--- src/rtl/fwd_hazard_unit_if.sv ---
// Bundle of the ID-stage instruction fields, the data-memory ready flag and
// the forwarding / hazard control outputs of fwd_hazard_unit.
//
// Handshake: there is no valid/ready pair on this bus.
//   - id_valid qualifies the id_* fields for the current cycle.
//   - mem_ready=1 means the pipeline advances on the next clock edge.
//   - mem_ready=0 freezes every stage. A consumer sees stall=1 and must hold
//     PC and IF/ID until stall drops.
//
// Signals:
//   id_valid, id_rs1, id_rs2, id_use_rs1, id_use_rs2, id_rd,
//   id_reg_write, id_mem_read : instruction currently in ID
//   mem_ready                 : data memory access complete
//   fwd_sel_a/b               : registered EX operand mux selects
//                               00 = register file, 01 = EX/MEM, 10 = MEM/WB
//   stall, bubble             : combinational pipeline control
//   stall_cnt                 : saturating count of stalled cycles
//   dbg_state                 : FSM state, exposed for observation
//   dbg_wb                    : WB shadow {valid, rd, reg_write, mem_read}
interface fwd_hazard_unit_if #(
  parameter int RA_W  = 5,
  parameter int CNT_W = 16
);
  logic              id_valid;
  logic [RA_W-1:0]   id_rs1;
  logic [RA_W-1:0]   id_rs2;
  logic              id_use_rs1;
  logic              id_use_rs2;
  logic [RA_W-1:0]   id_rd;
  logic              id_reg_write;
  logic              id_mem_read;
  logic              mem_ready;
  logic [1:0]        fwd_sel_a;
  logic [1:0]        fwd_sel_b;
  logic              stall;
  logic              bubble;
  logic [CNT_W-1:0]  stall_cnt;
  logic [1:0]        dbg_state;
  logic [RA_W+2:0]   dbg_wb;

  modport master (
    output id_valid, id_rs1, id_rs2, id_use_rs1, id_use_rs2, id_rd,
           id_reg_write, id_mem_read, mem_ready,
    input  fwd_sel_a, fwd_sel_b, stall, bubble, stall_cnt, dbg_state, dbg_wb
  );

  modport slave (
    input  id_valid, id_rs1, id_rs2, id_use_rs1, id_use_rs2, id_rd,
           id_reg_write, id_mem_read, mem_ready,
    output fwd_sel_a, fwd_sel_b, stall, bubble, stall_cnt, dbg_state, dbg_wb
  );
endinterface

--- src/rtl/fwd_hazard_unit.sv ---
// Forwarding and hazard control for the RISC-V PE pipeline.
//
// The unit shadows {valid, rd, reg_write, mem_read} of the instructions in
// EX, MEM and WB. From these it:
//   - registers the EX operand mux selects for the instruction leaving ID;
//   - detects load-use hazards and inserts a one-cycle bubble;
//   - freezes on data-memory wait.
//
// Ports:
//   clk : pipeline clock
//   rst : asynchronous active-high reset
//   bus : fwd_hazard_unit_if.slave. It carries the ID fields and mem_ready in,
//         and fwd_sel_a/b, stall, bubble, stall_cnt and the debug state out.
module fwd_hazard_unit #(
  parameter int RA_W  = 5,
  parameter int CNT_W = 16
) (
  input  logic clk,
  input  logic rst,
  fwd_hazard_unit_if.slave bus
);

  typedef struct packed {
    logic            valid;
    logic [RA_W-1:0] rd;
    logic            reg_write;
    logic            mem_read;
  } shadow_t;

  typedef enum logic [1:0] {
    ST_RUN    = 2'd0,
    ST_LSTALL = 2'd1,
    ST_MWAIT  = 2'd2
  } state_t;

  state_t           state_q, state_d;
  shadow_t          ex_q, mem_q, wb_q;
  shadow_t          ex_d;
  logic [1:0]       sel_a_q, sel_a_d;
  logic [1:0]       sel_b_q, sel_b_d;
  logic [CNT_W-1:0] cnt_q, cnt_d;
  logic             advance;
  logic             lu;
  logic             stall;
  logic             bubble;
  logic             hit_rs1;
  logic             hit_rs2;

  // The instruction now in EX sits in EX/MEM when the ID instruction
  // reaches EX, so it maps to 01. The one in MEM maps to 10.
  // The EX check comes first so the newest writer wins.
  function automatic logic [1:0] pick_src(input logic            used,
                                          input logic [RA_W-1:0] rs,
                                          input shadow_t         ex,
                                          input shadow_t         mem);
    logic [1:0] sel;
    sel = 2'b00;
    if (used && (rs != '0)) begin
      if (ex.valid && ex.reg_write && (ex.rd == rs)) begin
        sel = 2'b01;
      end else if (mem.valid && mem.reg_write && (mem.rd == rs)) begin
        sel = 2'b10;
      end
    end
    return sel;
  endfunction

  assign advance = bus.mem_ready;

  always_comb begin
    hit_rs1 = bus.id_use_rs1 && (bus.id_rs1 == ex_q.rd);
    hit_rs2 = bus.id_use_rs2 && (bus.id_rs2 == ex_q.rd);
    lu      = ex_q.valid && ex_q.mem_read && (ex_q.rd != '0) && bus.id_valid &&
              (hit_rs1 || hit_rs2);
    // A freeze takes priority: no bubble while memory is waiting.
    // The hazard is seen again once mem_ready returns.
    stall   = !rst && (lu || !bus.mem_ready);
    bubble  = !rst && lu && bus.mem_ready;
  end

  always_comb begin
    ex_d.valid     = bus.id_valid && !bubble;
    ex_d.rd        = bus.id_rd;
    ex_d.reg_write = bus.id_reg_write;
    ex_d.mem_read  = bus.id_mem_read;

    if (bubble) begin
      sel_a_d = 2'b00;
      sel_b_d = 2'b00;
    end else begin
      sel_a_d = pick_src(bus.id_use_rs1, bus.id_rs1, ex_q, mem_q);
      sel_b_d = pick_src(bus.id_use_rs2, bus.id_rs2, ex_q, mem_q);
    end

    if (stall && (cnt_q != '1)) begin
      cnt_d = cnt_q + CNT_W'(1);
    end else begin
      cnt_d = cnt_q;
    end
  end

  // Leaving MWAIT with a pending load-use goes to LSTALL. The bubble is
  // inserted on that same edge, so LSTALL keeps its meaning.
  always_comb begin
    state_d = state_q;
    case (state_q)
      ST_RUN: begin
        if (!bus.mem_ready) begin
          state_d = ST_MWAIT;
        end else if (lu) begin
          state_d = ST_LSTALL;
        end
      end
      ST_LSTALL: begin
        if (!bus.mem_ready) begin
          state_d = ST_MWAIT;
        end else begin
          state_d = ST_RUN;
        end
      end
      ST_MWAIT: begin
        if (bus.mem_ready) begin
          state_d = lu ? ST_LSTALL : ST_RUN;
        end
      end
      default: state_d = ST_RUN;
    endcase
  end

  always_ff @(posedge clk or posedge rst) begin
    if (rst) begin
      state_q <= ST_RUN;
      ex_q    <= '0;
      mem_q   <= '0;
      wb_q    <= '0;
      sel_a_q <= 2'b00;
      sel_b_q <= 2'b00;
      cnt_q   <= '0;
    end else begin
      state_q <= state_d;
      cnt_q   <= cnt_d;
      if (advance) begin
        wb_q    <= mem_q;
        mem_q   <= ex_q;
        ex_q    <= ex_d;
        sel_a_q <= sel_a_d;
        sel_b_q <= sel_b_d;
      end
    end
  end

  assign bus.fwd_sel_a = sel_a_q;
  assign bus.fwd_sel_b = sel_b_q;
  assign bus.stall     = stall;
  assign bus.bubble    = bubble;
  assign bus.stall_cnt = cnt_q;
  assign bus.dbg_state = state_q;
  assign bus.dbg_wb    = wb_q;

endmodule

--- src/flat_wrapper.sv ---
// flat-port wrapper written by rule: the top's interface ports become plain ports
module fwd_hazard_unit_flat 
#(
  parameter int RA_W  = 5,
  parameter int CNT_W = 16
)
  (clk, rst, bus_id_valid, bus_id_rs1, bus_id_rs2, bus_id_use_rs1, bus_id_use_rs2, bus_id_rd, bus_id_reg_write, bus_id_mem_read, bus_mem_ready, bus_fwd_sel_a, bus_fwd_sel_b, bus_stall, bus_bubble, bus_stall_cnt, bus_dbg_state, bus_dbg_wb);
  fwd_hazard_unit_if #(.RA_W(RA_W), .CNT_W(CNT_W)) bus_i ();
  input  logic clk;
  input  logic rst;
  input wire logic [$bits(bus_i.id_valid)-1:0] bus_id_valid;
  input wire logic [$bits(bus_i.id_rs1)-1:0] bus_id_rs1;
  input wire logic [$bits(bus_i.id_rs2)-1:0] bus_id_rs2;
  input wire logic [$bits(bus_i.id_use_rs1)-1:0] bus_id_use_rs1;
  input wire logic [$bits(bus_i.id_use_rs2)-1:0] bus_id_use_rs2;
  input wire logic [$bits(bus_i.id_rd)-1:0] bus_id_rd;
  input wire logic [$bits(bus_i.id_reg_write)-1:0] bus_id_reg_write;
  input wire logic [$bits(bus_i.id_mem_read)-1:0] bus_id_mem_read;
  input wire logic [$bits(bus_i.mem_ready)-1:0] bus_mem_ready;
  output wire logic [$bits(bus_i.fwd_sel_a)-1:0] bus_fwd_sel_a;
  output wire logic [$bits(bus_i.fwd_sel_b)-1:0] bus_fwd_sel_b;
  output wire logic [$bits(bus_i.stall)-1:0] bus_stall;
  output wire logic [$bits(bus_i.bubble)-1:0] bus_bubble;
  output wire logic [$bits(bus_i.stall_cnt)-1:0] bus_stall_cnt;
  output wire logic [$bits(bus_i.dbg_state)-1:0] bus_dbg_state;
  output wire logic [$bits(bus_i.dbg_wb)-1:0] bus_dbg_wb;
  assign bus_i.id_valid = bus_id_valid;
  assign bus_i.id_rs1 = bus_id_rs1;
  assign bus_i.id_rs2 = bus_id_rs2;
  assign bus_i.id_use_rs1 = bus_id_use_rs1;
  assign bus_i.id_use_rs2 = bus_id_use_rs2;
  assign bus_i.id_rd = bus_id_rd;
  assign bus_i.id_reg_write = bus_id_reg_write;
  assign bus_i.id_mem_read = bus_id_mem_read;
  assign bus_i.mem_ready = bus_mem_ready;
  assign bus_fwd_sel_a = bus_i.fwd_sel_a;
  assign bus_fwd_sel_b = bus_i.fwd_sel_b;
  assign bus_stall = bus_i.stall;
  assign bus_bubble = bus_i.bubble;
  assign bus_stall_cnt = bus_i.stall_cnt;
  assign bus_dbg_state = bus_i.dbg_state;
  assign bus_dbg_wb = bus_i.dbg_wb;
  fwd_hazard_unit #(.RA_W(RA_W), .CNT_W(CNT_W)) u_core (.clk(clk), .rst(rst), .bus(bus_i));
endmodule
--- config.mk ---
export PLATFORM = sky130hd
export DESIGN_NAME = fwd_hazard_unit_flat
export DESIGN_NICKNAME = d
export VERILOG_FILES = /design/src/rtl/fwd_hazard_unit_if.sv /design/src/rtl/fwd_hazard_unit.sv /design/src/flat_wrapper.sv
export SDC_FILE = /design/constraint.sdc
export NUM_CORES = 1
export LEC_CHECK = 0
export ABC_AREA = 0
export CAP_MARGIN = 20
export CORE_MARGIN = 4
export CORE_UTILIZATION = 30
export CTS_CLUSTER_SIZE = 40
export DETAILED_ROUTE_END_ITERATION = 10
export GPL_ROUTABILITY_DRIVEN = 0
export SETUP_SLACK_MARGIN = 0.2
export SLEW_MARGIN = 20
export SYNTH_ARGS = -nofsm -noshare
export SYNTH_HDL_FRONTEND = slang
export SYNTH_SLANG_ARGS = --single-unit
--- constraint.sdc ---
create_clock -name clk -period 3.7 [get_ports clk]
set_clock_uncertainty 0.1 [all_clocks]
set_input_delay 0.74 -clock clk [delete_from_list [all_inputs] [get_ports clk]]
set_output_delay 0.74 -clock clk [all_outputs]
set_load 0.01 [all_outputs]
# Word level (Yosys, flattened, before mapping)
# Cells that the tools add are included.
[classes] add_sub_neg=1 eq_ne=11 n_mux=14 reduce_logical=29
[op_table] op="5-bit == test" count=6
[op_table] op="2-bit 2-to-1 mux" count=12
[op_table] op="1-bit logical AND" count=19
[op_table] op="16-bit by 1-bit adder with 16-bit output (second input constant)" count=1
[op_table] op="16-bit inequality test (second input constant)" count=1
[op_table] op="5-bit nonzero test" count=3
[op_table] op="2-bit one-hot mux with 3 select lines" count=1
[op_table] op="1-bit logical NOT" count=3
[op_table] op="3-bit by 2-bit inequality test with 1-bit output (second input constant)" count=1
[op_table] op="2-bit by 1-bit == test with 1-bit output (second input constant)" count=1
[op_table] op="2-bit == test (second input constant)" count=1
[op_table] op="2-bit logical NOT" count=1
[op_table] op="1-bit logical OR" count=2
[op_table] op="2-bit inequality test (second input constant)" count=1
[op_table] op="2-bit AND reduction" count=1
[op_table] op="1-bit 2-to-1 mux" count=1
[totals] reg_bits=46 input_bits=23 word_cells=71

# Logic depth before layout (Yosys ltp)
[logic_depth] ltp_word=8 depth_mapped=8

# Worst setup path before layout
# OpenSTA, ideal clock, no wires.
[synth_timing] path_kind="input -> output" start="input port bus_id_rs2[0]" end="output port bus_bubble" t_arrival_ns=1.853 required_time_ns=2.860 path_slack_ns=1.007 stages=5 path_buffers=0 path_cell_list="xnor2_1 > nand3_1 > o22a_1 > or2_2 > nor3b_1"
[synth_between] elab_chain_len=6
[synth_lines] item="from (decl)" line_no="flat_wrapper.sv:13" rtl="input wire logic [$bits(bus_i.id_rs2)-1:0] bus_id_rs2;"
[synth_lines] item="5-bit == test" line_no="fwd_hazard_unit.sv:72" rtl="hit_rs2 = bus.id_use_rs2 && (bus.id_rs2 == ex_q.rd);"
[synth_lines] item="1-bit logical AND" line_no="fwd_hazard_unit.sv:72"
[synth_lines] item="1-bit logical OR" line_no="fwd_hazard_unit.sv:74" rtl="(hit_rs1 || hit_rs2);"
[synth_lines] item="1-bit logical AND" line_no="fwd_hazard_unit.sv:73" rtl="lu = ex_q.valid && ex_q.mem_read && (ex_q.rd != '0) && bus.id_valid &&"
[synth_lines] item="1-bit logical AND (2 in a row)" line_no="fwd_hazard_unit.sv:78" rtl="bubble = !rst && lu && bus.mem_ready;"
[synth_lines] item="to (decl)" line_no="flat_wrapper.sv:23" rtl="output wire logic [$bits(bus_i.bubble)-1:0] bus_bubble;"
# No other way between the ends.

# Final worst setup path
[layout_timing] start="input port bus_id_rs2[2]" end="output port bus_stall"
[layout_between] elab_chain_len=6
[layout_lines] item="5-bit == test" line_no="fwd_hazard_unit.sv:72"
[layout_lines] item="1-bit logical AND" line_no="fwd_hazard_unit.sv:72"
[layout_lines] item="1-bit logical OR" line_no="fwd_hazard_unit.sv:74"
[layout_lines] item="1-bit logical AND" line_no="fwd_hazard_unit.sv:73"
[layout_lines] item="1-bit logical OR" line_no="fwd_hazard_unit.sv:77" rtl="stall = !rst && (lu || !bus.mem_ready);"
[layout_lines] item="1-bit logical AND" line_no="fwd_hazard_unit.sv:77"
[layout_lines] item="to (decl)" line_no="flat_wrapper.sv:22" rtl="output wire logic [$bits(bus_i.stall)-1:0] bus_stall;"
# No other way between the ends.

==> flow_results.org <==
** Placement
- Worst slack, placed :: -0.02196 ns
- Once placement completed, the tool counted placed cells totaling ~360.
- Final HPWL DP :: between 4 and 5 mm
- IO buf count :: 54

** Setup path
- The largest single stage delay on the critical path is 0.53 ns.
- Largest driver fanout on the critical path :: 3
- Data on the critical path is required at its endpoint by 2.86 ns.
- Arrival time worst endpoint :: ~2.5 ns
- Timing startpoint of the critical path :: bus_id_rs2[2]
- The critical path is of the in2out type.
- For this design, the slowest cell found on the critical path is sky130_fd_sc_hd__clkdlybuf4s50_1.
- Setup crit start kind :: input port
- The worst setup path is captured at a primary output.
- Critical-path cell list :: clkdlybuf4s50_1 > xnor2_1 > nand3_1 > o22a_1 > or2_2 > a21oi_2 > clkdlybuf4s15_1
- In this run the critical register-to-register path is launched from u_core.ex_q[3].

** Clocking
- Cts repair resizes :: 2
- The number of hold buffers added after CTS was 0.
- Clk Latency, worst-skew pair :: roughly 0.30 ns
- After clock tree synthesis, the clock-pin slew on the worst setup and hold paths is ~0.09 ns.
- Postcts setup bufs :: 0
- Clock tree root driver cell :: sky130_fd_sc_hd__clkbuf_8
- CTS Sinks :: 46
- Number of buffers created by CTS :: 5
- TritonCTS built the clock tree.
- Longest Clk Path Bufs :: 2
- The H-tree generated during clock tree synthesis spans 2 levels.

** Routing
- ANT nets after route :: 0
- Average via count per standard cell :: approximately 4.6
- Via count :: ~1700
- Routed WL :: 5.206 mm
- The first routing iteration left 104 violations.
- After detailed routing, the average wire length per cell comes to about 14 um.
- DRC Markers :: 0
- The first detailed-routing pass ran for 4 iterations.

** Synthesis
- Of the post-synthesis cell area, the dominant cell type holds 0.5120.
- The share of the Yosys chip area taken by registers is 0.5120.
- Number of synthesized register bits :: 46
- Mean instance size in the synthesized netlist :: 11.36 sq um
- Of all cell types, the one taking the most synthesized area is sky130_fd_sc_hd__dfrtp_1.
- Synthesized instance count :: 198
- The synthesized design contains 0 enable-type register cells.
- Dominant register cell in the synthesized netlist :: sky130_fd_sc_hd__dfrtp_1
- Yosys Warn Count :: 0
- Async S/R FF share, synth :: 1.000
- Distinct cell type count of the synthesized netlist :: 35
- Area contributors post-synth :: sky130_fd_sc_hd__dfrtp_1, sky130_fd_sc_hd__mux2_2, sky130_fd_sc_hd__xnor2_1
- The number of nets handed over by synthesis was roughly 220.
- Cell area after technology mapping :: 0.002248 sq mm

** STA
- Transition time at the pin with the least slew margin :: around 0.60 ns
- Setup-failing EPs final :: 0
- Pins over their slew limit :: 0
- Unrepaired setup endpoints after global routing :: no
- Smallest setup slack after layout :: 0.3231 ns
- Measured against its own limit, the worst slew margin works out to 0.5966.
- Post-route clock period utilization :: 0.9127
- For the finished layout, the period the worst path requires is 3.377 ns.
- The number of endpoints with negative hold slack in the final report is 0.
- Setup TNS :: 0 ns
- Based on the critical path, the design can be clocked at up to 296.1 MHz.

** Cells and area
- Most common cell after layout, fill and taps aside :: sky130_fd_sc_hd__clkdlybuf4s50_1
- Relative to the synthesized area, the layout overhead comes to 37.95%.
- Commonest cells after routing, fill and taps aside :: sky130_fd_sc_hd__clkdlybuf4s50_1, sky130_fd_sc_hd__dfrtp_1, sky130_fd_sc_hd__mux2_2
- The final layout contains 290 nets.
- Number of standard cells in the layout, taps in and fillers out :: approximately 370
- In the final layout, the share of cells above drive strength 1 is 0.2060.
- The repair_antennas step left the layout with diodes totalling 0.
- For this run, the share of the core covered by cells in the final layout is 0.4276.

** Global routing
- The initial antenna violation count came to 0.
- GRT Resource Usage Total :: 0.1259
- Residual overflow from global routing :: 0
- Wire length of the first global-routing pass :: just under 9 mm
- Maximum number of pins on one net before global-route repair :: 35
- Via count of the first global-routing pass :: ~1800

** Floorplanning
- Row generation in the floorplan step produced 31 rows.
- The initial utilization of the core area, before any placement, comes to 0.3100.
- Measured along the y axis, the die boundary spans roughly 95 um.
- Area of the die :: around 0.0089 sq mm
- Top Ports :: 55
- Die Span X :: 94.57 um
- Area inside the core boundary :: approximately 0.0073 sq mm

** Power
- Pwr Density :: approximately 440 mW/mm^2
- Peak supply drop :: between 150 and 200 uV
- For this design the static power due to leakage is ~1.3 nW.
- Total power for the finished layout comes to approximately 1.4 mW.

** Outcome
- The run finished with clean final reports.

** Min path
- The startpoint identified for the worst hold timing path is u_core.bus.dbg_state[1].
- In this run the worst hold path is classified as reg2reg.

** Flow run
- Across the run, the number of max-cap violations was 0.
## cell families (layout without fill, tap and decap cells)
logic type	after synthesis	in the layout	share of synthesized area
fa+ha+maj	1	1	0.005564
xor+xnor	34	34	0.1324
flops	46	46	0.5120
mux	25	25	0.1252
compound gates	13	13	0.04730
simple gates	64	64	0.1486
buf+inv	15	84	0.02894
## metal layers
metal | global-route usage | wire [um] | vias up | share of wire
li1 | - | - | 827 | -
met1 | 0.1695 | 2367 | 820 | 0.45
met2 | 0.2074 | 2531 | 31 | 0.49
met3 | 0.02550 | 248 | 6 | 0.048
met4 | 0.03245 | 59 | 0 | 0.011
met5 | 0 | 0 | - | 0
## worst paths after layout
check | end | cells after the start | slack, ns
min in group asynchronous | u_core.bus.fwd_sel_b[0] | 2 | 0.97
worst max-delay path | bus_stall | 7 | 0.32
max in group asynchronous | u_core.bus.stall_cnt[1] | 3 | 1.95
worst min-delay path | u_core.bus.dbg_state[1] | 1 | 0.35
worst max register to register | u_core.bus.stall_cnt[1] | 5 | 1.41
worst min register to register | u_core.bus.dbg_state[1] | 1 | 0.35
## power by group
group	internal, mW	switching (mW)
Sequential	0.572	0.0773
Clock	0.206	0.180
Combinational	0.198	0.127
Total	0.976	0.385
## layout make-up
class                      count  area [sq um]
clock buffer                   5         68.82
clock inverter                 3         47.55
fill                         703          4151
inverter                       9         33.78
multi-input combinational    137          1044
sequential                    46          1151
tap                           99         123.9
timing repair buffer          67         633.1
## state kept, by name, summed over array words and instances (netlist names)
signal	cells
u_core.bus.dbg_state	2
u_core.bus.dbg_wb	8
u_core.bus.fwd_sel_a	2
u_core.bus.fwd_sel_b	2
u_core.bus.stall_cnt	16
u_core.ex_q	8
u_core.mem_q	8
## per-stage QoR
stage | instance area [sq um] | hold WS [ns]
floorplan | 2248 | 0.3750
global placement | 2979 | 0.3345
detailed placement | 2979 | 0.3424
CTS | 3093 | 0.3559
global route | 3102 | 0.3842
finish | 3102 | 0.3548
## cells in the mapped netlist, types with 3 or more instances
cell and instances:
sky130_fd_sc_hd__xor2_1 17, sky130_fd_sc_hd__dfrtp_1 46, sky130_fd_sc_hd__o22ai_1 3, sky130_fd_sc_hd__xnor2_1 17, sky130_fd_sc_hd__nand2_1 12, sky130_fd_sc_hd__nand3_1 14, sky130_fd_sc_hd__inv_1 9, sky130_fd_sc_hd__mux2_2 24
sky130_fd_sc_hd__nor3_1 8, sky130_fd_sc_hd__nor4_1 4, sky130_fd_sc_hd__nor2_1 11
## worst max-delay path, delay by kind of cell
family          cells  cell delay, ns
simple gates        2            0.48
xor+xnor            1            0.13
buf+inv             2            0.78
compound gates      2            0.40
Note: power is estimated with default switching activity, not from simulation.
